$ cat config.mk
export PLATFORM = sky130hd
export DESIGN_NAME = segment_display_decode
export DESIGN_NICKNAME = d
export VERILOG_FILES = /design/src/rtl/segment_pkg.sv /design/src/rtl/segment_glyph_to_hex.sv /design/src/rtl/segment_display_decode.sv
export SDC_FILE = /design/constraint.sdc
export NUM_CORES = 1
export LEC_CHECK = 0
export ABC_AREA = 1
export CORE_ASPECT_RATIO = 1.25
export CORE_MARGIN = 2
export CORE_UTILIZATION = 63
export CTS_CLUSTER_SIZE = 10
export DETAILED_ROUTE_END_ITERATION = 8
export HOLD_SLACK_MARGIN = 0.06
export MAX_ROUTING_LAYER = met4
export PLACE_DENSITY = 0.86
export RECOVER_POWER = 50
export SLEW_MARGIN = 20
export SYNTH_ARGS = -nofsm -noshare
export SYNTH_HDL_FRONTEND = slang
export SYNTH_SLANG_ARGS = --single-unit
$ cat constraint.sdc
create_clock -name i_Clk -period 3.5 [get_ports i_Clk]
set_input_delay 0.875 -clock i_Clk [delete_from_list [all_inputs] [get_ports i_Clk]]
set_output_delay 0.875 -clock i_Clk [all_outputs]
set_load 0.05 [all_outputs]
$ cat src/rtl/segment_pkg.sv
// Shared constants for the two-digit seven-segment display path.
// Glyphs are active-high, bit6=A .. bit0=G. The display-driving logic uses
// the same constants, so encoder and checker always agree on the glyph set.
package segment_pkg;

  localparam int DIGIT_W = 7;

  localparam logic [DIGIT_W-1:0] GLYPH_0 = 7'h7E;
  localparam logic [DIGIT_W-1:0] GLYPH_1 = 7'h30;
  localparam logic [DIGIT_W-1:0] GLYPH_2 = 7'h6D;
  localparam logic [DIGIT_W-1:0] GLYPH_3 = 7'h79;
  localparam logic [DIGIT_W-1:0] GLYPH_4 = 7'h33;
  localparam logic [DIGIT_W-1:0] GLYPH_5 = 7'h5B;
  localparam logic [DIGIT_W-1:0] GLYPH_6 = 7'h5F;
  localparam logic [DIGIT_W-1:0] GLYPH_7 = 7'h70;
  localparam logic [DIGIT_W-1:0] GLYPH_8 = 7'h7F;
  localparam logic [DIGIT_W-1:0] GLYPH_9 = 7'h7B;
  localparam logic [DIGIT_W-1:0] GLYPH_A = 7'h77;
  localparam logic [DIGIT_W-1:0] GLYPH_B = 7'h1F;
  localparam logic [DIGIT_W-1:0] GLYPH_C = 7'h4E;
  localparam logic [DIGIT_W-1:0] GLYPH_D = 7'h3D;
  localparam logic [DIGIT_W-1:0] GLYPH_E = 7'h4F;
  localparam logic [DIGIT_W-1:0] GLYPH_F = 7'h47;

  // All segments off; never a legal digit.
  localparam logic [DIGIT_W-1:0] GLYPH_BLANK = 7'h00;

  typedef enum logic [1:0] {
    ST_IDLE   = 2'd0,
    ST_SETTLE = 2'd1,
    ST_DECODE = 2'd2
  } seg_state_e;

endpackage

$ cat src/rtl/segment_glyph_to_hex.sv
// Combinational decode of one active-high seven-segment glyph back to its
// hex nibble. Anything outside the sixteen hex glyphs is flagged illegal.
module segment_glyph_to_hex
  import segment_pkg::*;
(
  input  logic [DIGIT_W-1:0] glyph,
  output logic [3:0]         nibble,
  output logic               legal
);

  // Reverse lookup of the glyph table; default covers blank and junk codes
  always_comb begin
    nibble = 4'h0;
    legal  = 1'b1;
    case (glyph)
      GLYPH_0: nibble = 4'h0;
      GLYPH_1: nibble = 4'h1;
      GLYPH_2: nibble = 4'h2;
      GLYPH_3: nibble = 4'h3;
      GLYPH_4: nibble = 4'h4;
      GLYPH_5: nibble = 4'h5;
      GLYPH_6: nibble = 4'h6;
      GLYPH_7: nibble = 4'h7;
      GLYPH_8: nibble = 4'h8;
      GLYPH_9: nibble = 4'h9;
      GLYPH_A: nibble = 4'hA;
      GLYPH_B: nibble = 4'hB;
      GLYPH_C: nibble = 4'hC;
      GLYPH_D: nibble = 4'hD;
      GLYPH_E: nibble = 4'hE;
      GLYPH_F: nibble = 4'hF;
      default: legal  = 1'b0;
    endcase
  end

endmodule

$ cat src/rtl/segment_display_decode.sv
// Reader side of the two-digit seven-segment display. Samples the 14
// active-low pins, waits for c_SETTLE_CYCLES identical samples, decodes the
// pattern to an 8-bit value and pulses o_Valid when that value changes.
// Optional macro SEGMENT_SYNC_EN adds a two-flop synchronizer on every pin
// for asynchronous drive (adds two cycles of latency).
module segment_display_decode
  import segment_pkg::*;
#(
  parameter int c_SETTLE_CYCLES = 16
)
(
  input  logic               i_Clk,
  input  logic               i_Rst_L,
  input  logic [DIGIT_W-1:0] i_Segment1,
  input  logic [DIGIT_W-1:0] i_Segment2,
  output logic [7:0]         o_Count,
  output logic               o_Valid,
  output logic               o_Error
);

  localparam int                PAIR_W      = 2 * DIGIT_W;
  localparam logic [7:0]        SETTLE_LAST = 8'(c_SETTLE_CYCLES - 1);
  localparam logic [PAIR_W-1:0] PAIR_BLANK  = {GLYPH_BLANK, GLYPH_BLANK};

  logic [PAIR_W-1:0] pins_raw;
  logic [PAIR_W-1:0] pins_in;

  assign pins_raw = {i_Segment1, i_Segment2};

`ifdef SEGMENT_SYNC_EN
  logic [PAIR_W-1:0] sync1_q, sync1_d;
  logic [PAIR_W-1:0] sync2_q, sync2_d;

  // Two-stage shift toward the input register
  always_comb begin
    sync1_d = pins_raw;
    sync2_d = sync1_q;
  end

  // Metastability filter; resets to pin-off so nothing looks lit
  always_ff @(posedge i_Clk or negedge i_Rst_L) begin
    if (!i_Rst_L) begin
      sync1_q <= ~PAIR_BLANK;
      sync2_q <= ~PAIR_BLANK;
    end else begin
      sync1_q <= sync1_d;
      sync2_q <= sync2_d;
    end
  end

  assign pins_in = sync2_q;
`else
  assign pins_in = pins_raw;
`endif

  logic [PAIR_W-1:0] pin_q, pin_d;
  logic [PAIR_W-1:0] prev_q, prev_d;
  logic [PAIR_W-1:0] last_q, last_d;
  logic [PAIR_W-1:0] sample;
  logic [7:0]        counter_q, counter_d;
  logic [7:0]        count_q, count_d;
  logic              valid_q, valid_d;
  logic              error_q, error_d;
  seg_state_e        state_q, state_d;

  logic              sample_changed;
  logic [3:0]        nib1, nib2;
  logic              legal1, legal2;
  logic [7:0]        decoded;

  // Pin register holds pin level; the active-high view is its inverse
  assign sample         = ~pin_q;
  assign sample_changed = (sample != prev_q);
  assign decoded        = {nib1, nib2};

  segment_glyph_to_hex u_tens (
    .glyph  (sample[PAIR_W-1:DIGIT_W]),
    .nibble (nib1),
    .legal  (legal1)
  );

  segment_glyph_to_hex u_ones (
    .glyph  (sample[DIGIT_W-1:0]),
    .nibble (nib2),
    .legal  (legal2)
  );

  // Input stage: capture pins and remember the previous active-high sample
  always_comb begin
    pin_d  = pins_in;
    prev_d = sample;
  end

  // Settle FSM; the decode decision is registered on entry to DECODE so that
  // o_Count and o_Valid change together during the one DECODE cycle
  always_comb begin
    state_d = state_q;
    last_d  = last_q;
    count_d = count_q;
    valid_d = 1'b0;
    error_d = error_q;

    if (sample_changed) begin
      counter_d = 8'h00;
    end else if (counter_q != 8'hFF) begin
      counter_d = counter_q + 8'h01;
    end else begin
      counter_d = counter_q;
    end

    case (state_q)
      ST_IDLE: begin
        if (sample != last_q) begin
          state_d   = ST_SETTLE;
          counter_d = 8'h00;
        end
      end
      ST_SETTLE: begin
        if (!sample_changed && (counter_q == SETTLE_LAST)) begin
          state_d = ST_DECODE;
          last_d  = sample;
          if (legal1 && legal2) begin
            error_d = 1'b0;
            if (decoded != count_q) begin
              count_d = decoded;
              valid_d = 1'b1;
            end
          end else begin
            error_d = 1'b1;
          end
        end
      end
      ST_DECODE: begin
        state_d = ST_IDLE;
      end
      default: begin
        state_d = ST_IDLE;
      end
    endcase
  end

  // State and datapath registers
  always_ff @(posedge i_Clk or negedge i_Rst_L) begin
    if (!i_Rst_L) begin
      pin_q     <= ~PAIR_BLANK;
      prev_q    <= PAIR_BLANK;
      last_q    <= PAIR_BLANK;
      counter_q <= 8'h00;
      count_q   <= 8'h00;
      valid_q   <= 1'b0;
      error_q   <= 1'b0;
      state_q   <= ST_IDLE;
    end else begin
      pin_q     <= pin_d;
      prev_q    <= prev_d;
      last_q    <= last_d;
      counter_q <= counter_d;
      count_q   <= count_d;
      valid_q   <= valid_d;
      error_q   <= error_d;
      state_q   <= state_d;
    end
  end

  assign o_Count = count_q;
  assign o_Valid = valid_q;
  assign o_Error = error_q;

endmodule

---- After elaboration in Yosys (flattened, before gate mapping) ----
Index checks and enable logic that the tools add are counted.
operators by class
  equal/unequal tests ..................... 40
  bitwise gates (word level) .............. 1
  divide/modulo/power cells ............... 0
  magnitude comparators ................... 0
  multiplexer cells ....................... 16
  add/sub/neg operators ................... 1
  reductions and logical operators ........ 9
  shift-type cells ........................ 0
  multiply operators ...................... 0
operators with widths
  operator             count
  $eq 7x7->1 const B   24
  $pmux 4 s15          2
  $eq 7x6->1 const B   6
  $mux 8               4
  $reduce_or 16->1     2
  $ne 14x14->1         2
  $eq 7x5->1 const B   2
  $not 14->14          1
  $add 8x1->8 const B  1
  $eq 8x4->1 const B   1
  $ne 8x8->1           1
  $ne 8x8->1 const B   1
  $mux 1               7
  $mux 2               2
  $ne 2x2->1 const B   2
  $pmux 2 s2           1
  $reduce_and 2->1     2
  $reduce_and 4->1     1
  $eq 2x1->1 const B   1
  $logic_and 1x1->1    2
  $logic_not 2->1      1
  $logic_not 1->1      1
word-level totals
  logic and storage cells ................. 75
  ROM bits ................................ 0
  bits in registers ....................... 62
  output and inout port bits .............. 10
  memory bits (writable) .................. 0
  memories ................................ 0
  bits in latches ......................... 0
  input bits .............................. 16

---- Logic depth before layout (Yosys ltp) ----
Gate-level depths: netlist of run 1.
  depth after elaboration ................. 8
  depth in mapped cells ................... 17

---- Modules after synthesis ----
A second synthesis of run 1 with hierarchy kept.
second synthesis, totals
  cell total of the unflattened synthesis .. 447
  area total of the unflattened synthesis .. 3355.7 um^2
modules (own cells, without submodules)
  module                  cells an instance  instances  area each (um^2)  seq. area each (um^2)
  segment_display_decode  307                1          2762.6            1569.0
  segment_glyph_to_hex    70                 2          296.5             0.0

---- Worst setup path before layout of run 1 ----
OpenSTA, ideal clock, no wires.
  kind .................................... register to register
  from .................................... reg pin_q[6]
  to ...................................... reg count_q[2] (netlist: o_Count[2])
  path buffers ............................ 1
  setup time .............................. 120 ps
  cell stages (with the launch flop) ...... 11
  data arrival time ....................... 1758 ps
  period minus slack after synthesis ...... 1877 ps
  path slack .............................. 1623 ps
  cell sequence ........................... dfstp_2 buf_2 nor2_1 nor4_1 nand2_1 nor2_2 nand3_4 nor2_8 nand3_4 nand2_1 nand2_1
between the ends
  longest elaborated chain between the ends .. 6
  elaborated cells between the ends (all ways) .. 26
  classes of those cells .................. 18 x eq/ne; 2 x mux; 1 x bitwise; 5 x reduce/logical
RTL lines
  element                                              RTL line                       RTL
  start: declaration                                   segment_display_decode.sv:56   logic [PAIR_W-1:0] pin_q, pin_d;
  start signal: assignment                             segment_display_decode.sv:145  pin_q <= ~PAIR_BLANK;
  start signal: assignment                             segment_display_decode.sv:154  pin_q <= pin_d;
  $not 14->14 (*)                                      segment_display_decode.sv:72   assign sample = ~pin_q;
  branches (longest 5 deep; another with $pmux 4 s15)  n/a
  end signal: assignment                               segment_display_decode.sv:158  count_q <= count_d;
  end: declaration                                     segment_display_decode.sv:61   logic [7:0] count_q, count_d;
Mark *: on every way between the ends.
A chain may end at the register's enable or synchronous reset.

---- Worst setup path in the final report of run 1 ----
  from .................................... reg count_q[2] (netlist: o_Count[2])
  to ...................................... out o_Count[2]
RTL lines
  element           RTL line                      RTL
  end: declaration  segment_display_decode.sv:16  output logic [7:0] o_Count,
No word-level cell between the ends.

==> results.md, run 1 <==
* Critical path launch point type: flip-flop
* Die Wd at just over 70 um
* Most frequent cell after synthesis: nand2_1
* Longest Clk Path Bufs at 2
* Cell area after synthesis at 3610 sq um
* Leak pwr at 2.07 nW
* Failing checks: max-capacitance violations, max-slew violations
* Routed len/inst at around 14 um
* Hold Crit Class: flip-flop to flip-flop
* Status: finished, violations left
* Insertion delay to the later sink of the worst-skew pair at about 0.35 ns
* Top Usage Layer GRT: met2
* TNS Setup at 0 ns
* Total power at roughly 0.0018 W
* Arr. time, crit path at 1.60 ns
* Fmax at between 400 and 500 MHz
* Worst-path maximum fanout at 4
* Clock slew at reported path FFs at 0.06 ns
* Maximum vdd drop at between 0.2 and 0.25 mV
* Slew margin rel. at -0.0188
* Final Util at 0.755
* Diode count at 0
* CTS tree: done
* WP data required at between 2 and 3 ns
* Mapped Nets at 506
* Syn avg cell area at around 7.4 sq um
* Worst path cell trace: clkdlybuf4s50_1
* RD Place Congestion at around 0.90
* Crit-path max cell delay at approximately 0.83 ns
* Endpoints failing hold at 0
* Initial antenna violation count at 0
* Core Area at between 5000 and 6000 sq um
* Slew Limit Fails at 63
* Min cycle time layout at roughly 2.5 ns
* Root Driver: clkbuf_8
* Asr flop ratio synth at 1.00
* CTS Buf Count at 9
* CP Capture Type: output pin
* Post-CTS Setup Bufs at 0
* RSZ-0062 raised after global routing: false
* # DRC at 0
* Slew @ Worst Pin at 1.53 ns
* Grt met3 use at 0.0626
* M1 GR Usage at 0.363
* Leading area contributor after synthesis: dfrtp_1
* Largest net degree at the start of global routing at 63
* DRT antenna net count at 0
* Row count at 30
* Met2 usage at 0.463
* Crit-path leading delay family: buffers and inverters
* Synthesized flop and latch total at 62
* Yosys warning total at 0
* Area grow syn2layout at 14.7%
* Final setup viols at 0
* Synth Instances at ~490
* Dpl cells at ~570
* Die height at between 80 and 90 um
* Layout Cells excl Fill at a little under 600
* Post-synth EDFFs at 0
* Prevailing post-synth register cell: dfrtp_1
* CP Class: flip-flop to output pin
* Overall routed net length at about 8200 um
* Number of global-route vias before repair at ~3100
* GRT overflow at 0
* Register area share after synthesis at 0.435
* Port buffer count at 25
* CP max stage cell: clkdlybuf4s50_1
* Total GRT Usage at 0.293
* H-tree depth at 3
* Synth area leaders: dfrtp_1 33%, nand2_1 18%, dfstp_2 10%
* First-pass GRT wire length at roughly 14000 um
* Total clock sinks at slightly above 60
* Synth top area share at 0.333
* Period utilization at 0.706
* # Max-Cap Violations at 1
* Yosys cell types at 39
* Pwr Density at 427 nW/um^2
* Count of hold-fix buffers inserted at cts at 0
* Die area at 6350 sq um
* First-pass iteration count of the detailed router at 4
* Vias per cell at ~5.5
* Bufs and invs on worst path at 1
* CTS resizes at 0
* Initial Util at 0.658
* Share of layout cells above drive strength 1 at 0.127
* Iter 0 DRT Violations at roughly 230
* Dpl hpwl at 5880 um
* Vias at about 3200
* # IOs at 26
* NumNets Final at roughly 530
* Commonest cells post-synth: 169 x nand2_1, 62 x nor2_1, 48 x dfrtp_1
* Skew final at between 0.008 and 0.009 ns
cells in the final DEF, fill, tap and decap left out, drive strengths merged:
cell,netlist,layout
clkinv,2,3
o2111ai,1,1
clkdlybuf4s50,0,10
nor4b,1,1
nand3b,1,1
nor3,13,13
clkinvlp,0,1
o21ai,18,18
bufinv,0,4
buf,11,2
xor2,3,3
xnor2,12,12
ha,1,1
o21a,1,1
dfrtp,48,48
nand4,12,12
inv,47,47
nor4,2,2
a22oi,1,1
nand3,26,26
a211oi,2,2
dlygate4sd3,0,14
dfstp,14,14
nor3b,3,3
nor2,80,80
o211ai,1,1
a21oi,9,9
nand2,179,179
clkbuf,0,11
or2,1,1
per-layer routing:
layer	vias to the layer above	wire length [um]
met5	-	0
met4	0	267
met3	36	397
met2	105	3910
met1	1462	3660
li1	1600	-
state kept, by name, summed over array words and instances, names as in the netlist:
signal and count:
counter_q 8, last_q 14, o_Count 8, o_Error 1
o_Valid 1, pin_q 14, prev_q 14, state_q 2
cell families after synthesis:
| group | synth area share |
|---|---|
| xor gates and xnor gates | 0.0364 |
| DFF | 0.435 |
| AOI/OAI and AO/OA | 0.0545 |
| and+or+nand+nor | 0.398 |
| buffers and inverters | 0.0729 |
| adders and majority gates | 0.00347 |
report_power, final:
part	leakage, nW	switching [W]	internal [W]	total (W)
logic	1.17	0.0000957	0.0000510	0.000147
clock network	0.132	0.000293	0.000563	0.000856
registers	0.773	0.0000252	0.000737	0.000762
final timing paths:
kind | startpoint | endpoint | slack (ns) | cells past startpoint
min | o_Error | o_Error | 0.53 | 1
min in group asynchronous | i_Rst_L | counter_q[0] | 0.99 | 2
min reg2reg | o_Error | o_Error | 0.53 | 1
max reg2reg | pin_q[6] | last_q[5] | 1.17 | 8
max | o_Count[2] | o_Count[2] | 1.03 | 1
max in group asynchronous | i_Rst_L | o_Count[2] | 1.60 | 2
final cells by class:
cell class	instances	area [sq um]
Inverter	49	185
Tap cell	64	80.1
Fill cell	412	1340
Clock buffer	10	138
Clock inverter	6	133
Timing Repair Buffer	27	258
Multi-Input combinational cell	367	1770
Sequential cell	62	1570
stage by stage:
stage | area [sq um] | setup WS, ns | hold WS [ns]
after floorplan | 3610 | 1.62 | 0.486
after global placement | 3870 | 1.41 | 0.500
after detailed placement | 3870 | 1.32 | 0.504
after CTS | 4140 | 1.03 | 0.530
after global routing | 4140 | 0.983 | 0.555
final | 4140 | 1.03 | 0.530
Note: power is estimated with default switching activity, not from simulation.
==> inputs of run 2 (changes only) <==
CORE_UTILIZATION = 59   (was 63)
PLACE_DENSITY = 0.81   (was 0.86)
clock period = 2.3 ns   (was 3.5 ns; I/O delays follow)
==> run 2 against run 1 <==
Compared with the run above: clock skew shrank 0.0053 ns; the flow now finishes without violations; flip-flop and latch count is the same; first-iteration DRC count grew 6.0%; clock-buffer cell count grew 2; utilization shrank 4.5 points.
==> results.md, run 2 (same netlist as run 1, synthesis figures left out) <==
* Count of hold-fix buffers inserted at cts at 0 (unchanged)
* Dpl hpwl at 6070 um (was 5880 um)
* Die height at 91.4 um (was 88.6 um)
* Iter 0 DRT Violations at 247 (was 233)
* CP max stage cell: dfstp_2 (was clkdlybuf4s50_1)
* Slew margin rel. at 0.0123 (was -0.0188)
* Leak pwr at 2.09 nW (was 2.07 nW)
* Bufs and invs on worst path at 0 (was 1)
* Overall routed net length at 8270 um (was 8240 um)
* Row count at 31 (was 30)
* # Max-Cap Violations at 0 (was 1)
* Total clock sinks at 62 (unchanged)
* Core Area at 5860 sq um (was 5480 sq um)
* TNS Setup at 0 ns (unchanged)
* Slew Limit Fails at 0 (was 63)
* Crit path top cell by count: nand3_1
* CP Class: flip-flop to flip-flop (was flip-flop to output pin)
* Initial Util at 0.616 (was 0.658)
* Diode count at 0 (unchanged)
* Layout Cells excl Fill at 609 (was 585)
* Largest regs: last_q: 14 flops, pin_q: 14 flops, prev_q: 14 flops (unchanged)
* Final setup viols at 0 (unchanged)
* Most frequent cells in the layout: 169 x nand2_1, 62 x nor2_1, 48 x dfrtp_1 (unchanged)
* RD Place Congestion at 0.900 (was 0.898)
* Pwr Density at 590 nW/um^2 (was 427 nW/um^2)
* Insertion delay to the later sink of the worst-skew pair at 0.34 ns (was 0.35 ns)
* Crit-path max cell delay at 0.62 ns (was 0.83 ns)
* Vias per cell at 5.23 (was 5.48)
* CP Capture Type: flip-flop (was output pin)
* WP data required at 2.55 ns (was 2.62 ns)
* RSZ-0062 raised after global routing: false (unchanged)
* Period utilization at 0.951
* Longest Clk Path Bufs at 2 (unchanged)
* Die area at 6760 sq um (was 6350 sq um)
* Flop2flop setup slack at 0.11 ns (was 1.17 ns)
* CTS Buf Count at 9 (unchanged)
* Port buffer count at 25 (unchanged)
* Worst path cell trace: xor2_1 -> nand4_1 -> nor4_1 -> nand3_1 -> nor2_1 -> nand3_1 -> a21oi_1 (was clkdlybuf4s50_1)
* Worst-path maximum fanout at 7 (was 4)
* Skew final at 0.00350 ns (was 0.00876 ns)
* First-pass GRT wire length at 14500 um (was 14000 um)
* Min cycle time layout at 2.19 ns
* Commonest non-fill, non-tap cell in the layout: nand2_1 (unchanged)
* Area grow syn2layout at 15.3% (was 14.7%)
* Share of layout cells above drive strength 1 at 0.163 (was 0.127)
* Maximum vdd drop at 0.312 mV (was 0.239 mV)
* Fmax at roughly 460 MHz
* Slew @ Worst Pin at 1.48 ns (was 1.53 ns)
* Clock slew at reported path FFs at 0.07 ns (was 0.06 ns)
* CTS tree: done (unchanged)
* First-pass iteration count of the detailed router at 4 (unchanged)
* DRT antenna net count at 0 (unchanged)
* Initial antenna violation count at 0 (unchanged)
* Crit-path leading delay family: simple AND/OR/NAND/NOR gates (was buffers and inverters)
* # IOs at 26 (unchanged)
* Status: completed (was finished, violations left)
* Total GRT Usage at 0.283 (was 0.293)
* Largest net degree at the start of global routing at 63 (unchanged)
* Vias at 3183 (was 3203)
* # DRC at 0 (unchanged)
* Endpoints failing hold at 0 (unchanged)
* GRT overflow at 0 (unchanged)
* Hold Crit Class: flip-flop to flip-flop (unchanged)
* Arr. time, crit path at 2.44 ns (was 1.60 ns)
* Critical path launch point type: flip-flop (unchanged)
* Root Driver: clkbuf_8 (unchanged)
* Number of global-route vias before repair at 3158 (was 3128)
* Die Wd at 73.9 um (was 71.7 um)
* Routed len/inst at 13.6 um (was 14.1 um)
* Dpl cells at 590 (was 569)
* FILL cells at 486 (was 412)
* NumNets Final at 539 (was 533)
* H-tree depth at 3 (unchanged)
run 2: cell count changes in the layout (fill, tap and decap cells not counted), sizes merged:
cell | before | now
buf | 2 | 8
bufinv | 4 | 2
clkbuf | 11 | 13
clkdlybuf4s50 | 10 | 20
clkinv | 3 | 4
clkinvlp | 1 | 0
dlygate4sd3 | 14 | 4
run 2: path summary, 6_finish.rpt:
check,from,end,cells past startpoint
max reg2reg,pin_q[13],o_Valid,7
max,pin_q[13],o_Valid,7
min reg2reg,last_q[6],last_q[6],2
max in group asynchronous,i_Rst_L,o_Count[1],2
min in group asynchronous,i_Rst_L,counter_q[5],2
min,last_q[6],last_q[6],2
run 2: final cells by class:
type | count | area, sq um | area share
clock buffers | 12 | 145 | 0.0349
clock inverters | 4 | 70.1 | 0.0168
inverters | 49 | 185 | 0.0445
multi-input cells | 367 | 1780 | 0.429
flip-flops and latches | 62 | 1570 | 0.377
well taps | 82 | 103 | 0.0247
repair buffers | 33 | 303 | 0.0728
run 2: timing repair:
| item | 4_1_cts | 5_1_grt |
|---|---|---|
| endpoints found under the hold margin | 0 | 0 |
| resized for setup | 0 | 2 |
| buffers inserted | 0 | 3 |
| setup endpoints to repair | 0 | 13 |
run 2: worst reg2reg max path: cells and delay by family (launching register included):
family / cells / cell delay (ns)
compound gates: 1 / 0.20
xor+xnor: 1 / 0.26
simple gates: 5 / 1.02
flops: 1 / 0.62
run 2: metrics by stage:
stage	total power [W]	hold slack, ns	area [sq um]	worst slack, ns	utilization
floorplan	0.00133	0.279	3610	0.423	-
global placement	0.00141	0.500	3930	0.166	0.670
detailed placement	0.00141	0.507	3930	0.180	0.670
CTS	0.00247	0.248	4140	0.141	0.707
global route	0.00256	0.553	4160	0.00189	0.710
finish	0.00245	0.523	4160	0.112	0.710
run 2: layer usage:
layer	wire length [um]	vias to the layer above	global-route usage
met2	4160	75	0.456
li1	-	1602	-
met3	355	16	0.0566
met5	0	-	-
met4	144	0	0.0970
met1	3610	1490	0.351
run 2: where the power goes:
group | internal (W) | total [W] | switching [W] | leakage, nW
Clock | 0.000637 | 0.00106 | 0.000419 | 0.110
Sequential | 0.00113 | 0.00117 | 0.0000390 | 0.780
Combinational | 0.0000845 | 0.000230 | 0.000146 | 1.20
